===== config.mk =====
export PLATFORM = sky130hd
export DESIGN_NAME = seg_data_gen
export DESIGN_NICKNAME = d
export VERILOG_FILES = /design/src/rtl/seg_pkg.sv /design/src/rtl/bcd_digit.sv /design/src/rtl/seg_data_gen.sv
export SDC_FILE = /design/constraint.sdc
export NUM_CORES = 1
export LEC_CHECK = 0
export ABC_AREA = 1
export CELL_PAD_IN_SITES_DETAIL_PLACEMENT = 2
export CELL_PAD_IN_SITES_GLOBAL_PLACEMENT = 2
export CORE_MARGIN = 1
export CORE_UTILIZATION = 31
export CTS_CLUSTER_SIZE = 8
export DETAILED_ROUTE_END_ITERATION = 10
export GPL_TIMING_DRIVEN = 0
export PLACE_DENSITY = 0.89
export SYNTH_ARGS = -nofsm -noshare
export SYNTH_HDL_FRONTEND = slang
export SYNTH_SLANG_ARGS = --single-unit

===== constraint.sdc =====
create_clock -name clk -period 4.2 [get_ports clk]
set_input_delay 1.05 -clock clk [delete_from_list [all_inputs] [get_ports clk]]
set_output_delay 1.05 -clock clk [all_outputs]
set_load 0.005 [all_outputs]

===== src/rtl/seg_pkg.sv =====
// seg_pkg: shared definitions for the seven-segment data path.
//   BCD_W      - bits per BCD digit
//   BCD_MAX    - largest legal digit value
//   DIGITS_DEF - default digit count for seg_data_gen
//   bcd_t      - one BCD digit
//   bcd_next() - next value of one decade given clear and carry-in
package seg_pkg;

  localparam int unsigned BCD_W      = 4;
  localparam logic [3:0]  BCD_MAX    = 4'd9;
  localparam int unsigned DIGITS_DEF = 6;

  typedef logic [BCD_W-1:0] bcd_t;

  // Clear wins over carry; a carried 9 rolls to 0.
  function automatic bcd_t bcd_next(input bcd_t cur, input logic clr, input logic carry_in);
    bcd_t nxt;
    if (clr) begin
      nxt = '0;
    end else if (carry_in) begin
      nxt = (cur == BCD_MAX) ? bcd_t'(0) : bcd_t'(cur + 4'd1);
    end else begin
      nxt = cur;
    end
    return nxt;
  endfunction

endpackage


===== src/rtl/bcd_digit.sv =====
// bcd_digit: one decade (0..9) counter stage of the display counter.
// Ports:
//   clk       in  system clock
//   rstn      in  asynchronous active-low reset, digit -> 0
//   clr       in  synchronous clear, overrides carry_in
//   carry_in  in  increment request from the lower stage (or the tick)
//   digit     out current digit value
//   carry_out out carry_in & (digit == 9), feeds the next stage
module bcd_digit
  import seg_pkg::*;
(
  input  logic clk,
  input  logic rstn,
  input  logic clr,
  input  logic carry_in,
  output bcd_t digit,
  output logic carry_out
);

  bcd_t digit_q, digit_d;

  always_comb begin
    digit_d = bcd_next(digit_q, clr, carry_in);
  end

  always_ff @(posedge clk or negedge rstn) begin
    if (!rstn) begin
      digit_q <= '0;
    end else begin
      digit_q <= digit_d;
    end
  end

  assign digit     = digit_q;
  assign carry_out = carry_in & (digit_q == BCD_MAX);

endmodule


===== src/rtl/seg_data_gen.sv =====
// seg_data_gen: display data source for the dynamic seven-segment path.
// Advances a DIGITS-wide BCD counter once per flag tick (wraps all-nines -> 0).
// Parameters:
//   DIGITS     - number of BCD digits (1..8), digit 0 least significant
//   POINT_MASK - static decimal-point pattern, bit i = point after digit i
// Ports:
//   clk        in  system clock
//   rstn       in  asynchronous active-low reset
//   flag       in  one-cycle increment tick
//   clr        in  synchronous clear (wins over flag)
//   bcd_data   out packed digits, digit i at [4i+3:4i]
//   point      out registered copy of POINT_MASK (0 in reset)
//   seg_en     out display enable, 1 from the first edge after reset
//   digit_mask out per-digit enable
// Build option: define SEG_DATA_LZB_EN to enable leading-zero blanking on
// digit_mask; otherwise digit_mask is constant all ones.
module seg_data_gen
  import seg_pkg::*;
#(
  parameter int unsigned       DIGITS     = DIGITS_DEF,
  parameter logic [DIGITS-1:0] POINT_MASK = '0
) (
  input  logic                  clk,
  input  logic                  rstn,
  input  logic                  flag,
  input  logic                  clr,
  output logic [4*DIGITS-1:0]   bcd_data,
  output logic [DIGITS-1:0]     point,
  output logic                  seg_en,
  output logic [DIGITS-1:0]     digit_mask
);

  logic [DIGITS-1:0] carry_in;
  logic [DIGITS-1:0] carry_out;
  logic              wrap_unused;

  assign carry_in[0] = flag;
  // Wrap is silent; the top carry goes nowhere.
  assign wrap_unused = carry_out[DIGITS-1];

  for (genvar i = 0; i < DIGITS; i++) begin : g_digit
    if (i > 0) begin : g_chain
      assign carry_in[i] = carry_out[i-1];
    end
    bcd_digit u_digit (
      .clk       (clk),
      .rstn      (rstn),
      .clr       (clr),
      .carry_in  (carry_in[i]),
      .digit     (bcd_data[4*i +: 4]),
      .carry_out (carry_out[i])
    );
  end

  logic              seg_en_q;
  logic [DIGITS-1:0] point_q;

  always_ff @(posedge clk or negedge rstn) begin
    if (!rstn) begin
      seg_en_q <= 1'b0;
      point_q  <= '0;
    end else begin
      seg_en_q <= 1'b1;
      point_q  <= POINT_MASK;
    end
  end

  assign seg_en = seg_en_q;
  assign point  = point_q;

`ifdef SEG_DATA_LZB_EN
  // Mask is derived from the next-state digits so it registers on the same
  // edge as the digits themselves and is never a cycle stale.
  logic [4*DIGITS-1:0] bcd_nxt;
  logic [DIGITS-1:0]   mask_d, mask_q;

  for (genvar i = 0; i < DIGITS; i++) begin : g_next
    assign bcd_nxt[4*i +: 4] = bcd_next(bcd_data[4*i +: 4], clr, carry_in[i]);
  end

  always_comb begin
    logic nz_above;
    nz_above = 1'b0;
    mask_d   = '0;
    for (int i = DIGITS - 1; i >= 0; i--) begin
      nz_above  = nz_above | (bcd_nxt[4*i +: 4] != 4'd0);
      mask_d[i] = nz_above | (i == 0);
    end
  end

  always_ff @(posedge clk or negedge rstn) begin
    if (!rstn) begin
      mask_q <= '1;
    end else begin
      mask_q <= mask_d;
    end
  end

  assign digit_mask = mask_q;
`else
  assign digit_mask = '1;
`endif

endmodule


==> impl_metrics.env, run 1 <==
export IMPL_status="completed"
export IMPL_worstMarginPinSlew_ns=1.18
export IMPL_vias=1403
export IMPL_die_area_um2=5550
export IMPL_antennaDiodeCount=0
export IMPL_cp_max_fo=5
export IMPL_pre_cts_slack_ns=1.53
export IMPL_gp_congestion=0.736
export IMPL_irDropWorstVdd_mv=0.123
export IMPL_drtPass1Iterations=4
export IMPL_port_buffers=28
export IMPL_dp_final_hpwl_um=3180
export IMPL_postPlaceCellArea_um2=2040
export IMPL_clock_latency_ns=0.28
export IMPL_cpMaxStageDelayCell="clkdlybuf4s50_1"
export IMPL_grt_overflow=0
export IMPL_postLayoutCellArea_um2=2090
export IMPL_p_sw_share_pct=27.4
export IMPL_p_clk_share_pct=30.7
export IMPL_antenna_left=0
export IMPL_syn_to_final_growth_pct=27.9
export IMPL_cts_tree="built"
export IMPL_fin_tns_setup_ns=0
export IMPL_grt_pass1_vias=1488
export IMPL_postSynthCellCount=188
export IMPL_drv_cap=0
export IMPL_cp_data_required_time_ns=3.15
export IMPL_grt_pass1_wl_um=7080
export IMPL_hold_path_class="flip-flop to flip-flop"
export IMPL_ys_warn_count=0
export IMPL_cts_sinks=25
export IMPL_start_util_pct=32.1
export IMPL_clock_path_buffers=2
export IMPL_wirelength_um=4170
export IMPL_reg2reg_slack_ns=2.65
export IMPL_yosysTopAreaCell="dfrtp_1"
export IMPL_r2r_start="g_digit[3].u_digit.digit[1]"
export IMPL_netlist_area_um2=1630
export IMPL_via_per_inst=4.66
export IMPL_end_kind="output pin"
export IMPL_hold_viol=0
export IMPL_leakage_uw=0.00105
export IMPL_min_from="g_digit[4].u_digit.digit[3]"
export IMPL_p_seq_share_pct=53.7
export IMPL_worstPathCellList="clkdlybuf4s50_1"
export IMPL_startpoint="g_digit[0].u_digit.digit[3]"
export IMPL_fmaxAchievable_mhz=418
export IMPL_power_density_nw_per_um2=233
export IMPL_whs_endpoint="g_digit[4].u_digit.digit[3]"
export IMPL_dieHeight_um=74.5
export IMPL_r2r_end="g_digit[4].u_digit.digit[0]"
export IMPL_critPathKind="flip-flop to output pin"
export IMPL_pwr_share_comb_pct=15.6
export IMPL_drive_gt1_share_pct=16.0
export IMPL_max_stage_delay_ns=0.57
export IMPL_fin_crit_ns=2.39
export IMPL_p_int_uw=353
export IMPL_post_cts_resized=0
export IMPL_synth_top_area_share_pct=38.4
export IMPL_slew_violations=0
export IMPL_synth_top_cells_by_area="dfrtp_1, ha_1, nand2_1, nand3_1, buf_4"
export IMPL_grt_use_total_pct=17.1
export IMPL_drc=0
export IMPL_power_switching_uw=133
export IMPL_post_cts_setup_buffer_count=0
export IMPL_holdBufCountCts=0
export IMPL_coreArea_um2=5070
export IMPL_htree_levels=1
export IMPL_cts_root_buffer="clkbuf_8"
export IMPL_hold_depth=2
export IMPL_fin_ws_ns=1.81
export IMPL_layout_common_cells="nand2_1, clkdlybuf4s50_1, dfrtp_1, nand3_1, inv_1"
export IMPL_syn_area_per_cell_um2=8.67
export IMPL_clk_pin_slew_ns=0.09
export IMPL_fp_row_count=26
export IMPL_finClkSkew_ns=0.00589
export IMPL_rsz0062_at_grt="no"
export IMPL_critPathArrivalTime_ns=1.34
export IMPL_fin_crit_sh_pct=56.9
export IMPL_drt_wirelength_per_cell_um=13.8
export IMPL_synth_cell_types=31
export IMPL_cp_top_family="buffers and inverters"
export IMPL_numCtsBuffers=3
export IMPL_layout_commonest_cell="nand2_1"
export IMPL_path_buf_inv=1
export IMPL_io_pins=41
export IMPL_ys_ff_latch=25
export IMPL_setup_viol=0
export IMPL_die_w_um=74.5
export IMPL_grt_max_degree=26
export IMPL_seq_area_frac_synth_pct=38.4
export IMPL_layout_nets=248
export IMPL_startpoint_type="flip-flop"
export IMPL_relSlewSlack_pct=21.0
export IMPL_r2r_cells=9
export IMPL_drt_initial_drc_count=39
export IMPL_antenna_found_initial=0
[per-layer routing]
layer | vias to the layer above | part of all wire (%) | global-route usage [%]
met5 | - | 0 | 0
met4 | 0 | 2.1 | 7.55
met3 | 7 | 2.7 | 1.90
met2 | 26 | 53 | 31.8
met1 | 699 | 42 | 19.6
li1 | 671 | - | -
[power by group through the flow]
stage | logic (µW) | registers [µW] | clock network (µW)
final | 75.7 | 261 | 149
after global routing | 86.1 | 263 | 164
after CTS | 77.3 | 262 | 153
after detailed placement | 76.7 | 266 | 0
after global placement | 73.1 | 266 | 0
after floorplan | 40.1 | 264 | 0
[logic make-up after synthesis]
logic type,share of synthesized area [%]
other,0.461
AND/OR/NAND/NOR,29.9
XOR/XNOR,5.91
AO/OA/AOI/OAI,5.07
adder cells (fa/ha/maj),9.21
flip-flops,38.4
buffers and inverters,11.1
[flip-flops by register name, summed over array words and instances (netlist names)]
name,cells
g_digit.u_digit.digit,24
seg_en,1
[layout make-up]
type                       count  area (µm²)
fill                         603        2990
multi-input combinational    139         865
tap                           70        87.6
buffer                        14         103
inverter                      21        78.8
clock buffer                   3        41.3
clock inverter                 1        5.00
timing repair buffer          28         280
sequential                    25         626
[Yosys cell counts]
master,instances
nor2_2,3
nand2_2,2
nand4_4,2
nand4_2,1
dfrtp_1,25
nor2_1,12
nand4_1,2
clkinv_1,1
o21ai_1,1
nor2_8,1
conb_1,2
nand2_4,2
o22ai_1,3
a21oi_1,2
nand3_2,2
nor3_1,4
nor3_2,1
o21ai_0,8
nor4_1,1
inv_1,17
and3_1,1
xor2_1,8
ha_1,12
buf_4,13
o21ai_2,1
nand3_1,22
buf_2,1
inv_2,3
xnor2_1,3
nor2_4,1
nand2_1,31
[how the worst max path moves through the flow]
stage	slack [ns]	to	depth (start not counted)
floorplan	2.49	g_digit[3].u_digit.digit[1]	6
global placement	1.62	g_digit[0].u_digit.digit[3]	6
detailed placement	1.53	g_digit[0].u_digit.digit[3]	6
CTS	1.79	bcd_data[3]	1
global route	1.71	g_digit[0].u_digit.digit[3]	6
finish	1.81	bcd_data[3]	1
[stage by stage]
step / hold slack, ns / util, % / power (µW) / instances
after CTS: 0.576 / 41.1 / 492 / 301
after detailed placement: 0.551 / 40.2 / 343 / 297
after global routing: 0.611 / 41.1 / 514 / 301
after floorplan: 0.519 / - / 304 / 199
after global placement: 0.535 / 40.2 / 339 / 297
final: 0.575 / 41.1 / 486 / 301
No activity file was read; power rests on OpenSTA's default activity.
==> inputs of run 2 (changes only) <==
Settings changed: CORE_UTILIZATION 31 to 29, PLACE_DENSITY 0.89 to 0.84.
Clock period 4.2 ns to 2.5 ns, I/O delays scaled along.
==> run 2 against run 1 <==
Compared with the run above:
- final cell count increased by 0.33%
- sequential share of layout area is 0.37 points lower
- highest routed layer unchanged
- clock-buffer cell count up 1
- worst hold slack worse by 0.0077 ns
- global-route usage fell by 2.1 points
- clock skew grew 0.00084 ns
- cell area rose by 1.3%
- critical path depth did not move
- die area is 6.7% higher
==> impl_metrics.env, run 2 (same netlist as run 1, synthesis figures left out) <==
export IMPL_status="completed"
export IMPL_antenna_left=0
export IMPL_postPlaceCellArea_um2=2040
export IMPL_layout_nets=249
export IMPL_drt_wirelength_per_cell_um=13.8
export IMPL_worstPathCellList="clkdlybuf4s50_1"
export IMPL_grt_max_degree=26
export IMPL_whs_endpoint="g_digit[4].u_digit.digit[3]"
export IMPL_slew_violations=0
export IMPL_cp_top_family="buffers and inverters"
export IMPL_drive_gt1_share_pct=15.9
export IMPL_clock_latency_ns=0.28
export IMPL_cts_sinks=25
export IMPL_hold_path_class="flip-flop to flip-flop"
export IMPL_startpoint="g_digit[0].u_digit.digit[3]"
export IMPL_fin_ws_ns=0.548
export IMPL_largest_reg_flops=24
export IMPL_hold_ws_ns=0.567
export IMPL_via_per_inst=4.62
export IMPL_drv_cap=0
export IMPL_cp_data_required_time_ns=1.88
export IMPL_hold_depth=2
export IMPL_max_stage_delay_ns=0.55
export IMPL_r2r_end="g_digit[4].u_digit.digit[3]"
export IMPL_critPathKind="flip-flop to output pin"
export IMPL_finClkSkew_ns=0.00673
export IMPL_cp_max_fo=5
export IMPL_dieHeight_um=77.0
export IMPL_gp_congestion=0.715
export IMPL_port_buffers=28
export IMPL_antenna_found_initial=0
export IMPL_post_cts_setup_buffer_count=0
export IMPL_fmaxAchievable_mhz=512
export IMPL_die_area_um2=5930
export IMPL_cts_tree="built"
export IMPL_r2r_cells=9
export IMPL_die_w_um=77.0
export IMPL_start_util_pct=30.9
export IMPL_cts_root_buffer="clkbuf_8"
export IMPL_grt_use_total_pct=15.0
export IMPL_leakage_uw=0.00106
export IMPL_layout_commonest_cell="nand2_1"
export IMPL_fin_crit_ns=1.95
export IMPL_hold_viol=0
export IMPL_critPathArrivalTime_ns=1.33
export IMPL_fin_util_pct=40.1
export IMPL_cpMaxStageDelayCell="clkdlybuf4s50_1"
export IMPL_path_buf_inv=1
export IMPL_fin_tns_setup_ns=0
export IMPL_pre_cts_slack_ns=0.319
export IMPL_io_pins=41
export IMPL_reg2reg_slack_ns=0.94
export IMPL_r2r_start="g_digit[3].u_digit.digit[1]"
export IMPL_rsz0062_at_grt="no"
export IMPL_layout_common_cells="nand2_1, clkdlybuf4s50_1, dfrtp_1, nand3_1, inv_1"
export IMPL_wirelength_um=4170
export IMPL_min_from="g_digit[4].u_digit.digit[3]"
export IMPL_drc=0
export IMPL_setup_viol=0
export IMPL_grt_overflow=0
export IMPL_fp_row_count=26
export IMPL_htree_levels=1
export IMPL_n_fill_cell=616
export IMPL_antennaDiodeCount=0
export IMPL_grt_pass1_vias=1510
export IMPL_holdBufCountCts=0
export IMPL_numCtsBuffers=3
export IMPL_clock_path_buffers=2
export IMPL_dp_final_hpwl_um=3180
export IMPL_irDropWorstVdd_mv=0.244
export IMPL_syn_to_final_growth_pct=29.5
export IMPL_startpoint_type="flip-flop"
export IMPL_vias=1394
export IMPL_postLayoutCellArea_um2=2110
export IMPL_power_density_nw_per_um2=392
export IMPL_drt_initial_drc_count=43
export IMPL_end_kind="output pin"
export IMPL_post_cts_resized=0
export IMPL_grt_pass1_wl_um=7180
export IMPL_coreArea_um2=5270
export IMPL_drtPass1Iterations=4
export IMPL_clk_pin_slew_ns=0.09
export IMPL_fin_crit_sh_pct=78.1
==> run 2: layout make-up <==
type	instances	area (µm²)	area share (%)
multi-input combinational	139	865	40.9
sequential	25	626	29.6
timing repair buffer	29	308	14.6
buffer	14	103	4.86
tap	70	87.6	4.15
inverter	21	78.8	3.73
clock buffer	4	45.0	2.13
==> run 2: worst max-delay path by stage <==
stage / endpoint / depth (start not counted) / slack, ns
finish: bcd_data[3] / 1 / 0.55
detailed placement: g_digit[0].u_digit.digit[3] / 6 / 0.32
global route: g_digit[0].u_digit.digit[3] / 6 / 0.47
floorplan: g_digit[4].u_digit.digit[0] / 9 / 1.12
CTS: bcd_data[3] / 1 / 0.53
global placement: g_digit[0].u_digit.digit[3] / 6 / 0.32
==> run 2: worst register-to-register path, delay by kind of cell, from the launching register on <==
family | cells | cell delay (ns)
adders and majority gates | 1 | 0.14
buffers and inverters | 2 | 0.15
DFF | 1 | 0.42
and+or+nand+nor | 6 | 0.73
==> run 2: through the flow <==
step	total power, µW	std cells
global route	869	302
CTS	842	301
detailed placement	576	297
global placement	570	297
floorplan	511	199
finish	829	302
==> run 2: power breakdown <==
part           internal, µW  switching [µW]
clock                   115             142
sequential              418            20.1
combinational          66.6            67.1
==> run 2: layer usage <==
| layer | vias up | part of all wire, % | global-route usage [%] |
|---|---|---|---|
| met5 | - | 0 | 0 |
| met3 | 5 | 4.1 | 3.69 |
| met1 | 689 | 44 | 17.5 |
| met2 | 29 | 51 | 27.8 |
| met4 | 0 | 0.79 | 2.83 |
| li1 | 671 | - | - |
